**src/rtl/int_to_flp_arbiter_if.sv**
```systemverilog
// Request/result bus of the shared integer-to-double converter arbiter.
// The DUT uses the slave modport; the requester/consumer side uses master.
interface int_to_flp_arbiter_if #(
  parameter int unsigned LOGQ = 54
);
  localparam int unsigned EXPONENT_BITS = 11;
  localparam int unsigned OVERALL_BITS  = 64;
  localparam int unsigned SP_W          = EXPONENT_BITS + 1;

  logic [LOGQ-1:0]         q0;
  logic [LOGQ-1:0]         q1;
  logic [SP_W-1:0]         scale_power0;
  logic [SP_W-1:0]         scale_power1;
  logic                    req0_valid;
  logic                    req0_ready;
  logic [LOGQ-1:0]         req0_data;
  logic                    req0_last;
  logic                    req1_valid;
  logic                    req1_ready;
  logic [LOGQ-1:0]         req1_data;
  logic                    req1_last;
  logic                    out_valid;
  logic                    out_ready;
  logic [OVERALL_BITS-1:0] out_data;
  logic                    out_id;
  logic                    out_last;
  logic                    busy;

  modport slave (
    input  q0, q1, scale_power0, scale_power1,
    input  req0_valid, req0_data, req0_last,
    input  req1_valid, req1_data, req1_last,
    input  out_ready,
    output req0_ready, req1_ready,
    output out_valid, out_data, out_id, out_last, busy
  );

  modport master (
    output q0, q1, scale_power0, scale_power1,
    output req0_valid, req0_data, req0_last,
    output req1_valid, req1_data, req1_last,
    output out_ready,
    input  req0_ready, req1_ready,
    input  out_valid, out_data, out_id, out_last, busy
  );
endinterface

```
**src/rtl/int_to_flp_arbiter.sv**
```systemverilog
// Round-robin burst-locked arbiter feeding one integer-to-double converter from two
// requesters, with tags tracking the converter pipeline into a credit-protected FIFO.
module int_to_flp_arbiter #(
  parameter int unsigned LOGQ       = 54,
  parameter int unsigned FIFO_DEPTH = 8
) (
  input logic               clk,
  input logic               rst,
  int_to_flp_arbiter_if.slave bus
);
  localparam int unsigned EXPONENT_BITS = 11;
  localparam int unsigned MANT_BITS     = 52;
  localparam int unsigned OVERALL_BITS  = 64;
  localparam int unsigned SP_W          = EXPONENT_BITS + 1;
  localparam int unsigned MW            = (LOGQ > MANT_BITS + 1) ? LOGQ : MANT_BITS + 1;
  localparam int unsigned PW            = $clog2(MW) + 1;
  localparam int unsigned EW            = EXPONENT_BITS + 3;
  localparam int unsigned AW            = (FIFO_DEPTH > 1) ? $clog2(FIFO_DEPTH) : 1;
  localparam int unsigned CW            = $clog2(FIFO_DEPTH + 1);
  localparam int unsigned BIAS          = 1023;
  localparam int unsigned EXP_MAX       = 2047;
  localparam int unsigned ENTRY_W       = OVERALL_BITS + 2;

  localparam logic signed [EW-1:0] EXP_ZERO = '0;
  localparam logic signed [EW-1:0] EXP_TOP  = EW'(EXP_MAX);

  typedef enum logic [1:0] {IDLE, GRANT0, GRANT1} state_e;

  typedef struct packed {
    logic            id;
    logic            last;
    logic [SP_W-1:0] sp;
    logic            vld;
  } tag_t;

  typedef struct packed {
    logic id;
    logic last;
    logic vld;
  } tag_out_t;

  state_e            state_q,    state_d;
  logic              rr_q,       rr_d;
  logic [LOGQ-1:0]   bq_q,       bq_d;
  logic [SP_W-1:0]   bsp_q,      bsp_d;
  logic [CW-1:0]     outst_q,    outst_d;
  tag_t              iss_q,      iss_d;
  logic [LOGQ-1:0]   iss_data_q, iss_data_d;
  tag_t              tag1_q,     tag1_d;
  tag_out_t          tag2_q,     tag2_d;
  logic [AW-1:0]     wr_ptr_q,   wr_ptr_d;
  logic [AW-1:0]     rd_ptr_q,   rd_ptr_d;
  logic [CW-1:0]     fifo_cnt_q, fifo_cnt_d;
  logic [ENTRY_W-1:0] fifo_mem_q [FIFO_DEPTH];

  // Converter datapath registers (intentionally unreset; qualified by the tags)
  logic              s1_neg_q,   s1_neg_d;
  logic              s1_zero_q,  s1_zero_d;
  logic [LOGQ-1:0]   s1_mag_q,   s1_mag_d;
  logic [PW-1:0]     s1_pos_q,   s1_pos_d;
  logic [OVERALL_BITS-1:0] s2_res_q, s2_res_d;

  logic              credit_c;
  logic              ready0_c, ready1_c;
  logic              accept_c;
  logic              acc_id_c, acc_last_c;
  logic [LOGQ-1:0]   acc_data_c;
  logic              out_valid_c;
  logic              pop_c, push_c;
  logic [ENTRY_W-1:0] rd_entry_c;
  logic signed [EW-1:0] exp_c;
  logic [MW-1:0]     norm_c;
  logic [MANT_BITS-1:0] frac_c;

  function automatic logic [AW-1:0] ptr_inc(input logic [AW-1:0] p);
    return (p == AW'(FIFO_DEPTH - 1)) ? '0 : p + AW'(1);
  endfunction

  // Handshake: the credit check uses the registered outstanding count only
  always_comb begin : handshake
    credit_c    = outst_q < CW'(FIFO_DEPTH);
    ready0_c    = (state_q == GRANT0) && credit_c;
    ready1_c    = (state_q == GRANT1) && credit_c;
    accept_c    = (ready0_c && bus.req0_valid) || (ready1_c && bus.req1_valid);
    acc_id_c    = ready1_c;
    acc_data_c  = ready1_c ? bus.req1_data : bus.req0_data;
    acc_last_c  = ready1_c ? bus.req1_last : bus.req0_last;
    out_valid_c = fifo_cnt_q != '0;
    pop_c       = out_valid_c && bus.out_ready;
    push_c      = tag2_q.vld;
  end

  always_comb begin : next_state
    state_d    = state_q;
    rr_d       = rr_q;
    bq_d       = bq_q;
    bsp_d      = bsp_q;
    case (state_q)
      IDLE: begin
        if (bus.req0_valid && (!bus.req1_valid || !rr_q)) begin
          state_d = GRANT0;
          bq_d    = bus.q0;
          bsp_d   = bus.scale_power0;
        end else if (bus.req1_valid) begin
          state_d = GRANT1;
          bq_d    = bus.q1;
          bsp_d   = bus.scale_power1;
        end
      end
      GRANT0: begin
        if (accept_c && acc_last_c) begin
          state_d = IDLE;
          rr_d    = 1'b1;
        end
      end
      GRANT1: begin
        if (accept_c && acc_last_c) begin
          state_d = IDLE;
          rr_d    = 1'b0;
        end
      end
      default: state_d = IDLE;
    endcase

    outst_d    = outst_q + CW'(accept_c) - CW'(pop_c);
    iss_d      = '{id: acc_id_c, last: acc_last_c, sp: bsp_q, vld: accept_c};
    iss_data_d = acc_data_c;
    tag1_d     = iss_q;
    tag2_d     = '{id: tag1_q.id, last: tag1_q.last, vld: tag1_q.vld};
    wr_ptr_d   = push_c ? ptr_inc(wr_ptr_q) : wr_ptr_q;
    rd_ptr_d   = pop_c ? ptr_inc(rd_ptr_q) : rd_ptr_q;
    fifo_cnt_d = fifo_cnt_q + CW'(push_c) - CW'(pop_c);
  end

  // Converter stage A: centre the residue into (-q/2, q/2] and locate its leading one
  always_comb begin : conv_stage_a
    s1_neg_d  = iss_data_q > (bq_q >> 1);
    s1_mag_d  = s1_neg_d ? (bq_q - iss_data_q) : iss_data_q;
    s1_zero_d = s1_mag_d == '0;
    s1_pos_d  = '0;
    for (int i = 0; i < int'(LOGQ); i++) begin
      if (s1_mag_d[i]) s1_pos_d = PW'(i);
    end
  end

  // Converter stage B: exponent uses the element's own scale from tag stage 1
  always_comb begin : conv_stage_b
    exp_c    = $signed(EW'(s1_pos_q)) + $signed(EW'($signed(tag1_q.sp))) + $signed(EW'(BIAS));
    norm_c   = MW'(s1_mag_q) << (PW'(MW - 1) - s1_pos_q);
    frac_c   = MANT_BITS'(norm_c >> (MW - 1 - MANT_BITS));
    s2_res_d = {s1_neg_q, EXPONENT_BITS'(exp_c), frac_c};
    if (s1_zero_q || (exp_c <= EXP_ZERO)) begin
      s2_res_d = {s1_neg_q && !s1_zero_q, (OVERALL_BITS - 1)'(0)};
    end else if (exp_c >= EXP_TOP) begin
      s2_res_d = {s1_neg_q, {EXPONENT_BITS{1'b1}}, MANT_BITS'(0)};
    end
  end

  always_ff @(posedge clk) begin : ctrl_regs
    if (rst) begin
      state_q    <= IDLE;
      rr_q       <= 1'b0;
      bq_q       <= '0;
      bsp_q      <= '0;
      outst_q    <= '0;
      iss_q      <= '0;
      tag1_q     <= '0;
      tag2_q     <= '0;
      wr_ptr_q   <= '0;
      rd_ptr_q   <= '0;
      fifo_cnt_q <= '0;
    end else begin
      state_q    <= state_d;
      rr_q       <= rr_d;
      bq_q       <= bq_d;
      bsp_q      <= bsp_d;
      outst_q    <= outst_d;
      iss_q      <= iss_d;
      tag1_q     <= tag1_d;
      tag2_q     <= tag2_d;
      wr_ptr_q   <= wr_ptr_d;
      rd_ptr_q   <= rd_ptr_d;
      fifo_cnt_q <= fifo_cnt_d;
    end
  end

  always_ff @(posedge clk) begin : data_regs
    iss_data_q <= iss_data_d;
    s1_neg_q   <= s1_neg_d;
    s1_zero_q  <= s1_zero_d;
    s1_mag_q   <= s1_mag_d;
    s1_pos_q   <= s1_pos_d;
    s2_res_q   <= s2_res_d;
    if (push_c) fifo_mem_q[wr_ptr_q] <= {s2_res_q, tag2_q.id, tag2_q.last};
  end

  assert property (@(posedge clk) disable iff (rst)
    !(push_c && (fifo_cnt_q == CW'(FIFO_DEPTH))))
    else $error("output FIFO push while full");

  // First-word fall-through read; id/last forced low while the FIFO is empty
  assign rd_entry_c     = fifo_mem_q[rd_ptr_q];
  assign bus.req0_ready = ready0_c;
  assign bus.req1_ready = ready1_c;
  assign bus.out_valid  = out_valid_c;
  assign bus.out_data   = rd_entry_c[ENTRY_W-1:2];
  assign bus.out_id     = out_valid_c && rd_entry_c[1];
  assign bus.out_last   = out_valid_c && rd_entry_c[0];
  assign bus.busy       = (state_q != IDLE) || (outst_q != '0);
endmodule

```
**src/flat_wrapper.sv**
```systemverilog
// flat-port wrapper written by rule: the top's interface ports become plain ports
module int_to_flp_arbiter_flat 
#(
  parameter int unsigned LOGQ       = 54,
  parameter int unsigned FIFO_DEPTH = 8
)
  (clk, rst, bus_q0, bus_q1, bus_scale_power0, bus_scale_power1, bus_req0_valid, bus_req0_data, bus_req0_last, bus_req1_valid, bus_req1_data, bus_req1_last, bus_out_ready, bus_req0_ready, bus_req1_ready, bus_out_valid, bus_out_data, bus_out_id, bus_out_last, bus_busy);
  int_to_flp_arbiter_if #(.LOGQ(LOGQ)) bus_i ();
  input logic clk;
  input logic rst;
  input wire logic [$bits(bus_i.q0)-1:0] bus_q0;
  input wire logic [$bits(bus_i.q1)-1:0] bus_q1;
  input wire logic [$bits(bus_i.scale_power0)-1:0] bus_scale_power0;
  input wire logic [$bits(bus_i.scale_power1)-1:0] bus_scale_power1;
  input wire logic [$bits(bus_i.req0_valid)-1:0] bus_req0_valid;
  input wire logic [$bits(bus_i.req0_data)-1:0] bus_req0_data;
  input wire logic [$bits(bus_i.req0_last)-1:0] bus_req0_last;
  input wire logic [$bits(bus_i.req1_valid)-1:0] bus_req1_valid;
  input wire logic [$bits(bus_i.req1_data)-1:0] bus_req1_data;
  input wire logic [$bits(bus_i.req1_last)-1:0] bus_req1_last;
  input wire logic [$bits(bus_i.out_ready)-1:0] bus_out_ready;
  output wire logic [$bits(bus_i.req0_ready)-1:0] bus_req0_ready;
  output wire logic [$bits(bus_i.req1_ready)-1:0] bus_req1_ready;
  output wire logic [$bits(bus_i.out_valid)-1:0] bus_out_valid;
  output wire logic [$bits(bus_i.out_data)-1:0] bus_out_data;
  output wire logic [$bits(bus_i.out_id)-1:0] bus_out_id;
  output wire logic [$bits(bus_i.out_last)-1:0] bus_out_last;
  output wire logic [$bits(bus_i.busy)-1:0] bus_busy;
  assign bus_i.q0 = bus_q0;
  assign bus_i.q1 = bus_q1;
  assign bus_i.scale_power0 = bus_scale_power0;
  assign bus_i.scale_power1 = bus_scale_power1;
  assign bus_i.req0_valid = bus_req0_valid;
  assign bus_i.req0_data = bus_req0_data;
  assign bus_i.req0_last = bus_req0_last;
  assign bus_i.req1_valid = bus_req1_valid;
  assign bus_i.req1_data = bus_req1_data;
  assign bus_i.req1_last = bus_req1_last;
  assign bus_i.out_ready = bus_out_ready;
  assign bus_req0_ready = bus_i.req0_ready;
  assign bus_req1_ready = bus_i.req1_ready;
  assign bus_out_valid = bus_i.out_valid;
  assign bus_out_data = bus_i.out_data;
  assign bus_out_id = bus_i.out_id;
  assign bus_out_last = bus_i.out_last;
  assign bus_busy = bus_i.busy;
  int_to_flp_arbiter #(.LOGQ(LOGQ), .FIFO_DEPTH(FIFO_DEPTH)) u_core (.clk(clk), .rst(rst), .bus(bus_i));
endmodule
```
**config.mk**
```make
export PLATFORM = sky130hd
export DESIGN_NAME = int_to_flp_arbiter_flat
export DESIGN_NICKNAME = d
export VERILOG_FILES = /design/src/rtl/int_to_flp_arbiter_if.sv /design/src/rtl/int_to_flp_arbiter.sv /design/src/flat_wrapper.sv
export SDC_FILE = /design/constraint.sdc
export NUM_CORES = 1
export LEC_CHECK = 0
export CORE_MARGIN = 2
export CORE_UTILIZATION = 69
export CTS_BUF_LIST = sky130_fd_sc_hd__clkbuf_16
export DETAILED_ROUTE_END_ITERATION = 10
export DONT_BUFFER_PORTS = 1
export MAX_ROUTING_LAYER = met4
export PLACE_DENSITY = 0.85
export SLEW_MARGIN = 20
export SYNTH_ARGS = -nofsm -noshare
export SYNTH_HDL_FRONTEND = slang
export SYNTH_SLANG_ARGS = --single-unit
```
**constraint.sdc**
```tcl
create_clock -name clk -period 10.9 [get_ports clk]
set_clock_uncertainty 0.1 [all_clocks]
set_input_delay 1.635 -clock clk [delete_from_list [all_inputs] [get_ports clk]]
set_output_delay 1.635 -clock clk [all_outputs]
set_load 0.03 [all_outputs]
```
==> out/qor.yml, run 1 <==
synth:
  netlist_area_mm2: 0.0390
  yosysSeqAreaShare_pct: 55.9
  ys.flop_type: "edfxtp_1"
  ys_ff_latch: 826
  yosys.area_share.simple_pct: 8.67
  synth_edf_count: 528
  synth_warnings: 0
  synth_xor_area_share_pct: 1.41
  syn_inst: 3064
  async_flop_share_pct: 0
  postSynthAreaPerCell_um2: 12.7
  muxShareOfSynthArea_pct: 16.3
  synthAdderAreaFrac_pct: 4.47
  syn_nets: 3448
  synth_compound_area_share_pct: 9.97
  synth.distinct_cells: 104
  synth_top_family_by_area: "multiplexers"
grt:
  gr-total-overflow: 0
  grt_pass1_wl_um: 164000
  grt_pass1_vias: 26400
  grt_usage_pct: 38.0
  grt_start_max_net_pins: 117
  grt_antenna_before_repair: 4
critical_path:
  critPathRequiredTime_ps: 11310
  cp.buffers_inverters: 4
  slowest_delay_ps: 690
  slowest_stage: "or4b_2"
  endpoint_kind: "flop"
  critPathTopFamily: "simple AND/OR/NAND/NOR gates"
  start_kind: "flop"
  path_cells: "buf_4 -> ha_1 -> fa_1 -> inv_1 -> ha_1 -> inv_1 -> or2_2 -> nor2_1 -> xnor2_1 -> or4b_2 -> nor4_1 -> nor4bb_1 -> or4b_1 -> buf_4 -> nor2_4 -> and3_1"
  worstSetupPathType: "reg -> reg"
  arrival_ps: 5820
  cp_max_fo: 61
  r2r_slack_ps: 5490
route:
  drtIter0Drc: 3759
  viasPerCell: 6.93
  wl_um: 110000
  routedWlPerCell_um: 28.5
  ant_nets: 0
  firstDrtPassIters: 11
  remaining_drc_errors: 1
  vias: 26600
clock_network:
  cts_resized: 0
  path_clk_slew_ps: 70
  post_cts_buffers: 0
  cts-root-buf: "clkbuf_16"
  cts_max_level: 3
  worstSkewPairLatency_ps: 650
  cts.sinks: 826
  cts.path.max_buffers: 3
  cts_hold_buf: 0
  cts_tree: "done"
  numCtsBuffers: 80
power_and_ir_drop:
  power.density_mw_per_mm2: 271
  worst_ir_drop_vdd_v: 0.000183
  total_power_mw: 11.5
  power_leakage_nw: 15.6
cells_and_area:
  final_nets: 3402
  final_cell_mix: "edfxtp_1, dfxtp_1, nand2_1"
  drive_gt1_share_pct: 16.4
  nFillCells: 3260
  area_growth_pct: 8.46
  layout.cells.most_common: "edfxtp_1"
sta:
  final_max_slew_viol_count: 0
  final.setup.tns_ps: 0
  hold_viol: 0
  final.period_utilization_pct: 49.6
  min_period_ps: 5410
  setup_viol_count_final: 0
  rsz0062_at_grt: "false"
  slew_headroom_pct: 27.6
  fmax_mhz: 185
  tightest_slew_ps: 1060
placement:
  portBuffers: 0
  gp_congestion: 0.996
  dp_hpwl_um: 67100
floorplanning:
  start_util_pct: 69.5
  row_count: 87
  core_mm2: 0.0562
  die_w_um: 242
  die_h_um: 242
  dieArea_mm2: 0.0585
  boundaryPins: 317
status:
  violations: "design-rule violations"
  status: "finished, violations left"
run:
  maxCapViolations: 0
min_path:
  hold_class: "reg -> reg"
-- layout make-up --
cell class / count / area (um^2) / share of cell area [%]
antenna: 4 / 10.0 / 0.0236
tap: 756 / 946 / 2.23
multi-input combinational: 1904 / 16000 / 37.9
sequential: 826 / 21800 / 51.6
clock inverter: 65 / 561 / 1.32
clock buffer: 81 / 2030 / 4.79
timing repair buffer: 33 / 275 / 0.650
inverter: 173 / 652 / 1.54
-- flip-flops by register name (all words and copies together), names as in the netlist, 4 cells and up, named ones only --
signal	cells
u_core.fifo_mem_q	528
u_core.s2_res_q	64
u_core.bq_q	54
u_core.iss_data_q	54
u_core.s1_mag_q	53
u_core.iss_q	15
u_core.tag1_q	15
u_core.bsp_q	12
u_core.s1_pos_q	6
u_core.fifo_cnt_q	4
u_core.outst_q	4
-- logic make-up (layout without fill, tap and decap cells) --
| logic type | Yosys count | in the layout |
|---|---|---|
| mux | 418 | 418 |
| flops | 826 | 826 |
| buf+inv | 334 | 352 |
| simple gates | 710 | 710 |
| xor+xnor | 62 | 62 |
| fa+ha+maj | 137 | 137 |
| other cells | 0 | 4 |
| compound gates | 577 | 577 |
-- worst register-to-register path, delay by kind of cell (launching register included) --
kind / cells / cell delay, ps
buf+inv: 4 / 1250
flops: 1 / 310
fa+ha+maj: 3 / 1020
xor+xnor: 1 / 140
simple gates: 8 / 2490
-- power breakdown --
| group | internal, mW | leakage, nW | total, mW | switching, mW |
|---|---|---|---|---|
| Sequential | 3.86 | 7.29 | 4.32 | 0.464 |
| Clock | 1.52 | 1.32 | 2.80 | 1.28 |
| Combinational | 1.58 | 6.95 | 4.35 | 2.77 |
| Total | 6.96 | 15.6 | 11.5 | 4.52 |
-- stage by stage --
stage	instances	hold WS (ps)	setup WS [ps]	util, %	cell area, um^2
floorplan	3064	292	5060	-	39000
global placement	3691	321	5960	70.7	39700
detailed placement	3691	320	5780	70.7	39700
CTS	3837	332	5350	75.3	42300
global route	3842	349	5240	75.4	42300
finish	3842	332	5490	75.4	42300
-- synth_stat cells (19+ instances only) --
cell type  number  area [um^2]
a21oi_1       120          601
nor2_1        209          785
dfxtp_1       298         5970
o211ai_1       32          240
edfxtp_1      528        15900
xnor2_1        34          298
a21o_1         32          240
clkbuf_1      114          428
buf_1          31          116
a211oi_1       93          698
o21a_1         23          173
nor2b_1        56          350
and3_1         19          119
nand3_1        37          185
inv_1         171          642
mux2_2        134         1510
nor3_1         49          245
mux2i_1       122         1220
xor2_1         27          236
mux4_2        160         3600
nand2_1       218          818
a31oi_1        19          119
nand4_1        27          169
ha_1          133         1660
o21ai_0       116          581
-- final timing paths --
check / startpoint / to / cells after the start
min reg2reg: u_core.iss_q[2] / u_core.tag1_q[2] / 1
min: u_core.iss_q[2] / u_core.tag1_q[2] / 1
max: u_core.s1_pos_q[0] / u_core.s2_res_q[26] / 16
max reg2reg: u_core.s1_pos_q[0] / u_core.s2_res_q[26] / 16
-- per-layer routing --
metal  track usage [%]  part of all wire, %  up-vias
met5                 -                    0        -
met4              15.4                  5.2        0
met3              7.14                  9.5      415
met2              61.7                   49     1858
met1              47.6                   36    12900
li1                  -                    -    11500
Note: power is estimated with default switching activity, not from simulation.
==> run 2, diff against run 1 <==
Settings changed: CORE_UTILIZATION 69 to 64, PLACE_DENSITY 0.85 to 0.8.
Clock period 10.9 ns to 5.4 ns, I/O delays scaled along.
==> run 2 against run 1 <==
The flow now finishes without violations; clock-buffer cell count decreased by 1; register-to-register slack worse by 4900 ps; die area up 7.7%; critical path depth decreased by 1; hold slack worse by 190 ps.
==> out/qor.yml, run 2 (synthesis gave the netlist of run 1 again) <==
sta:
  final.period_utilization_pct: 88.9  # was 49.6%
  hold_viol: 0  # unchanged
  fin_ws_ps: 599  # was 5490 ps
  rsz0062_at_grt: "false"  # unchanged
  final_max_slew_viol_count: 0  # unchanged
  min_period_ps: 4800  # was 5410 ps
  fmax_mhz: 208  # was 185 MHz
  finalHoldWorstSlack_ps: 146  # was 332 ps
  setup_viol_count_final: 0  # unchanged
  tightest_slew_ps: 1060  # about the same
  slew_headroom_pct: 28.5  # was 27.6%
  final.setup.tns_ps: 0  # unchanged
clock_network:
  numCtsBuffers: 80  # unchanged
  cts_tree: "done"  # unchanged
  post_cts_buffers: 0  # unchanged
  path_clk_slew_ps: 60  # was 70 ps
  cts_resized: 0  # unchanged
  cts.path.max_buffers: 3  # unchanged
  worstSkewPairLatency_ps: 640  # was 650 ps
  cts_hold_buf: 0  # unchanged
  cts_max_level: 3  # unchanged
  cts-root-buf: "clkbuf_16"  # unchanged
  cts.sinks: 826  # unchanged
critical_path:
  cp_max_fo: 38  # was 61
  start_kind: "flop"  # unchanged
  worstSetupPathType: "reg -> reg"  # unchanged
  slowest_stage: "nor4_1"  # was or4b_2
  path_cells: "inv_1 -> ha_1 -> nand4b_1 -> nor4_1 -> nand3_1 -> o21ai_1 -> a21o_4 -> inv_4 -> mux2_4 -> o311ai_1 -> a31oi_1 -> a2111oi_0 -> o21ai_1 -> a211oi_1 -> o21ai_1"  # was buf_4 -> ha_1 -> fa_1 -> inv_1 -> ha_1 -> inv_1 -> or2_2 -> nor2_1 -> xnor2_1 -> or4b_2 -> nor4_1 -> nor4bb_1 -> or4b_1 -> buf_4 -> nor2_4 -> and3_1
  endpoint_kind: "flop"  # unchanged
  r2r_cells: 15  # was 16
  r2r_slack_ps: 600  # was 5490 ps
  cp_common_cell: "o21ai_1"
  critPathRequiredTime_ps: 5800  # was 11310 ps
  crit_start: "u_core.bq_q[53]"  # was u_core.s1_pos_q[0]
  rr_endpoint: "u_core.s1_pos_q[0]"  # was u_core.s2_res_q[26]
  slowest_delay_ps: 690  # about the same
  r2r_start: "u_core.bq_q[53]"  # was u_core.s1_pos_q[0]
  arrival_ps: 5200  # was 5820 ps
cells_and_area:
  multi_input_area_mm2: 0.0161  # was 0.0160 mm^2
  regMostFlops: "u_core.fifo_mem_q"  # unchanged
  fin_util_pct: 70.4  # was 75.4%
  final_cell_mix: "edfxtp_1, dfxtp_1, nand2_1"  # unchanged
  final_nets: 3416  # was 3402
  nFillCells: 4025  # was 3260
  n_antenna_cell: 0  # was 4
  drive_gt1_share_pct: 16.7  # was 16.4%
  area_growth_pct: 8.82  # was 8.46%
  largest_reg_flops: 528  # unchanged
  design_area_mm2: 0.0425  # was 0.0423 mm^2
  largestRegisters: "u_core.fifo_mem_q (528), u_core.s2_res_q (64)"  # unchanged
  ff_latch_area_mm2: 0.0218  # unchanged
  layout.cells.most_common: "edfxtp_1"  # unchanged
  stdcell_count: 3881  # was 3842
grt:
  grt_antenna_before_repair: 0  # was 4
  grt_pass1_vias: 24700  # was 26.4k
  grt_pass1_wl_um: 143000  # was 164000 um
  grt_usage_pct: 30.4  # was 38.0%
  grt_start_max_net_pins: 117  # unchanged
  gr-total-overflow: 0  # unchanged
min_path:
  hold_class: "in -> reg"  # was reg -> reg
  whs_path_depth: 1  # unchanged
  min_from: "rst"  # was u_core.iss_q[2]
  min_to: "u_core.bq_q[41]"  # was u_core.tag1_q[2]
floorplanning:
  dieArea_mm2: 0.0630  # was 0.0585 mm^2
  core_mm2: 0.0604  # was 0.0562 mm^2
  boundaryPins: 317  # unchanged
  row_count: 90  # was 87
  start_util_pct: 64.7  # was 69.5%
  die_h_um: 251  # was 242 um
  die_w_um: 251  # was 242 um
power_and_ir_drop:
  worst_ir_drop_vdd_v: 0.000314  # was 0.000183 V
  power_leakage_nw: 15.6  # about the same
  power.density_mw_per_mm2: 529  # was 271 mW/mm^2
  total_power_mw: 22.5  # was 11.5 mW
status:
  status: "complete, no violations"  # was finished, violations left
route:
  firstDrtPassIters: 6  # was 11
  viasPerCell: 6.40  # was 6.93
  ant_nets: 0  # unchanged
  routedWlPerCell_um: 24.1  # was 28.5 um
  wl_um: 93600  # was 110000 um
  remaining_drc_errors: 0  # was 1
  vias: 24800  # was 26.6k
  drtIter0Drc: 2078  # was 3759
placement:
  dp_slack_ps: 644  # was 5780 ps
  gp_congestion: 0.969  # was 0.996
  place_inst: 3732  # was 3691
  place_area_mm2: 0.0399  # was 0.0397 mm^2
  dp_hpwl_um: 63400  # was 67100 um
  portBuffers: 0  # unchanged
run:
  maxCapViolations: 0  # unchanged
-- run 2: cell types whose count changed in the layout (fill, tap and decap cells not counted), sizes merged --
cell,delta
buf,+14
bufinv,+1
clkbuf,-1
clkinv,-6
diode,-4
inv,+9
-- run 2: how the worst max path moves through the flow --
stage	end	slack [ps]	depth (start not counted)
finish	u_core.s1_pos_q[0]	600	15
global route	u_core.s1_pos_q[0]	260	16
CTS	u_core.s1_pos_q[0]	640	16
detailed placement	u_core.s1_pos_q[0]	640	16
global placement	u_core.s1_pos_q[0]	760	15
floorplan	u_core.fifo_mem_q[1][0]	1330	3
-- run 2: worst max-delay path: cells and delay by family (launching register included) --
family	cells	cell delay, ps
AO/OA/AOI/OAI	8	2200
adder cells (fa/ha/maj)	1	300
buffers and inverters	2	260
flip-flops	1	380
multiplexers	1	370
AND/OR/NAND/NOR	3	1050
-- run 2: power breakdown --
part	internal [mW]	switching (mW)
combinational	3.21	5.20
clock	3.08	2.42
sequential	7.79	0.800
-- run 2: final cells by class --
type                    count  area share, %
clock inverters            69           1.39
clock buffers              80           4.71
well taps                 782           2.30
inverters                 173           1.53
repair buffers             47          0.889
multi-input cells        1904           37.8
flip-flops and latches    826           51.4
-- run 2: per-layer routing --
metal / global-route usage, % / vias up / routed length (um)
li1: - / 11500 / -
met2: 50.7 / 885 / 47200
met3: 3.72 / 164 / 5230
met1: 39.4 / 12300 / 38500
met5: - / - / 0
met4: 9.46 / 0 / 2680
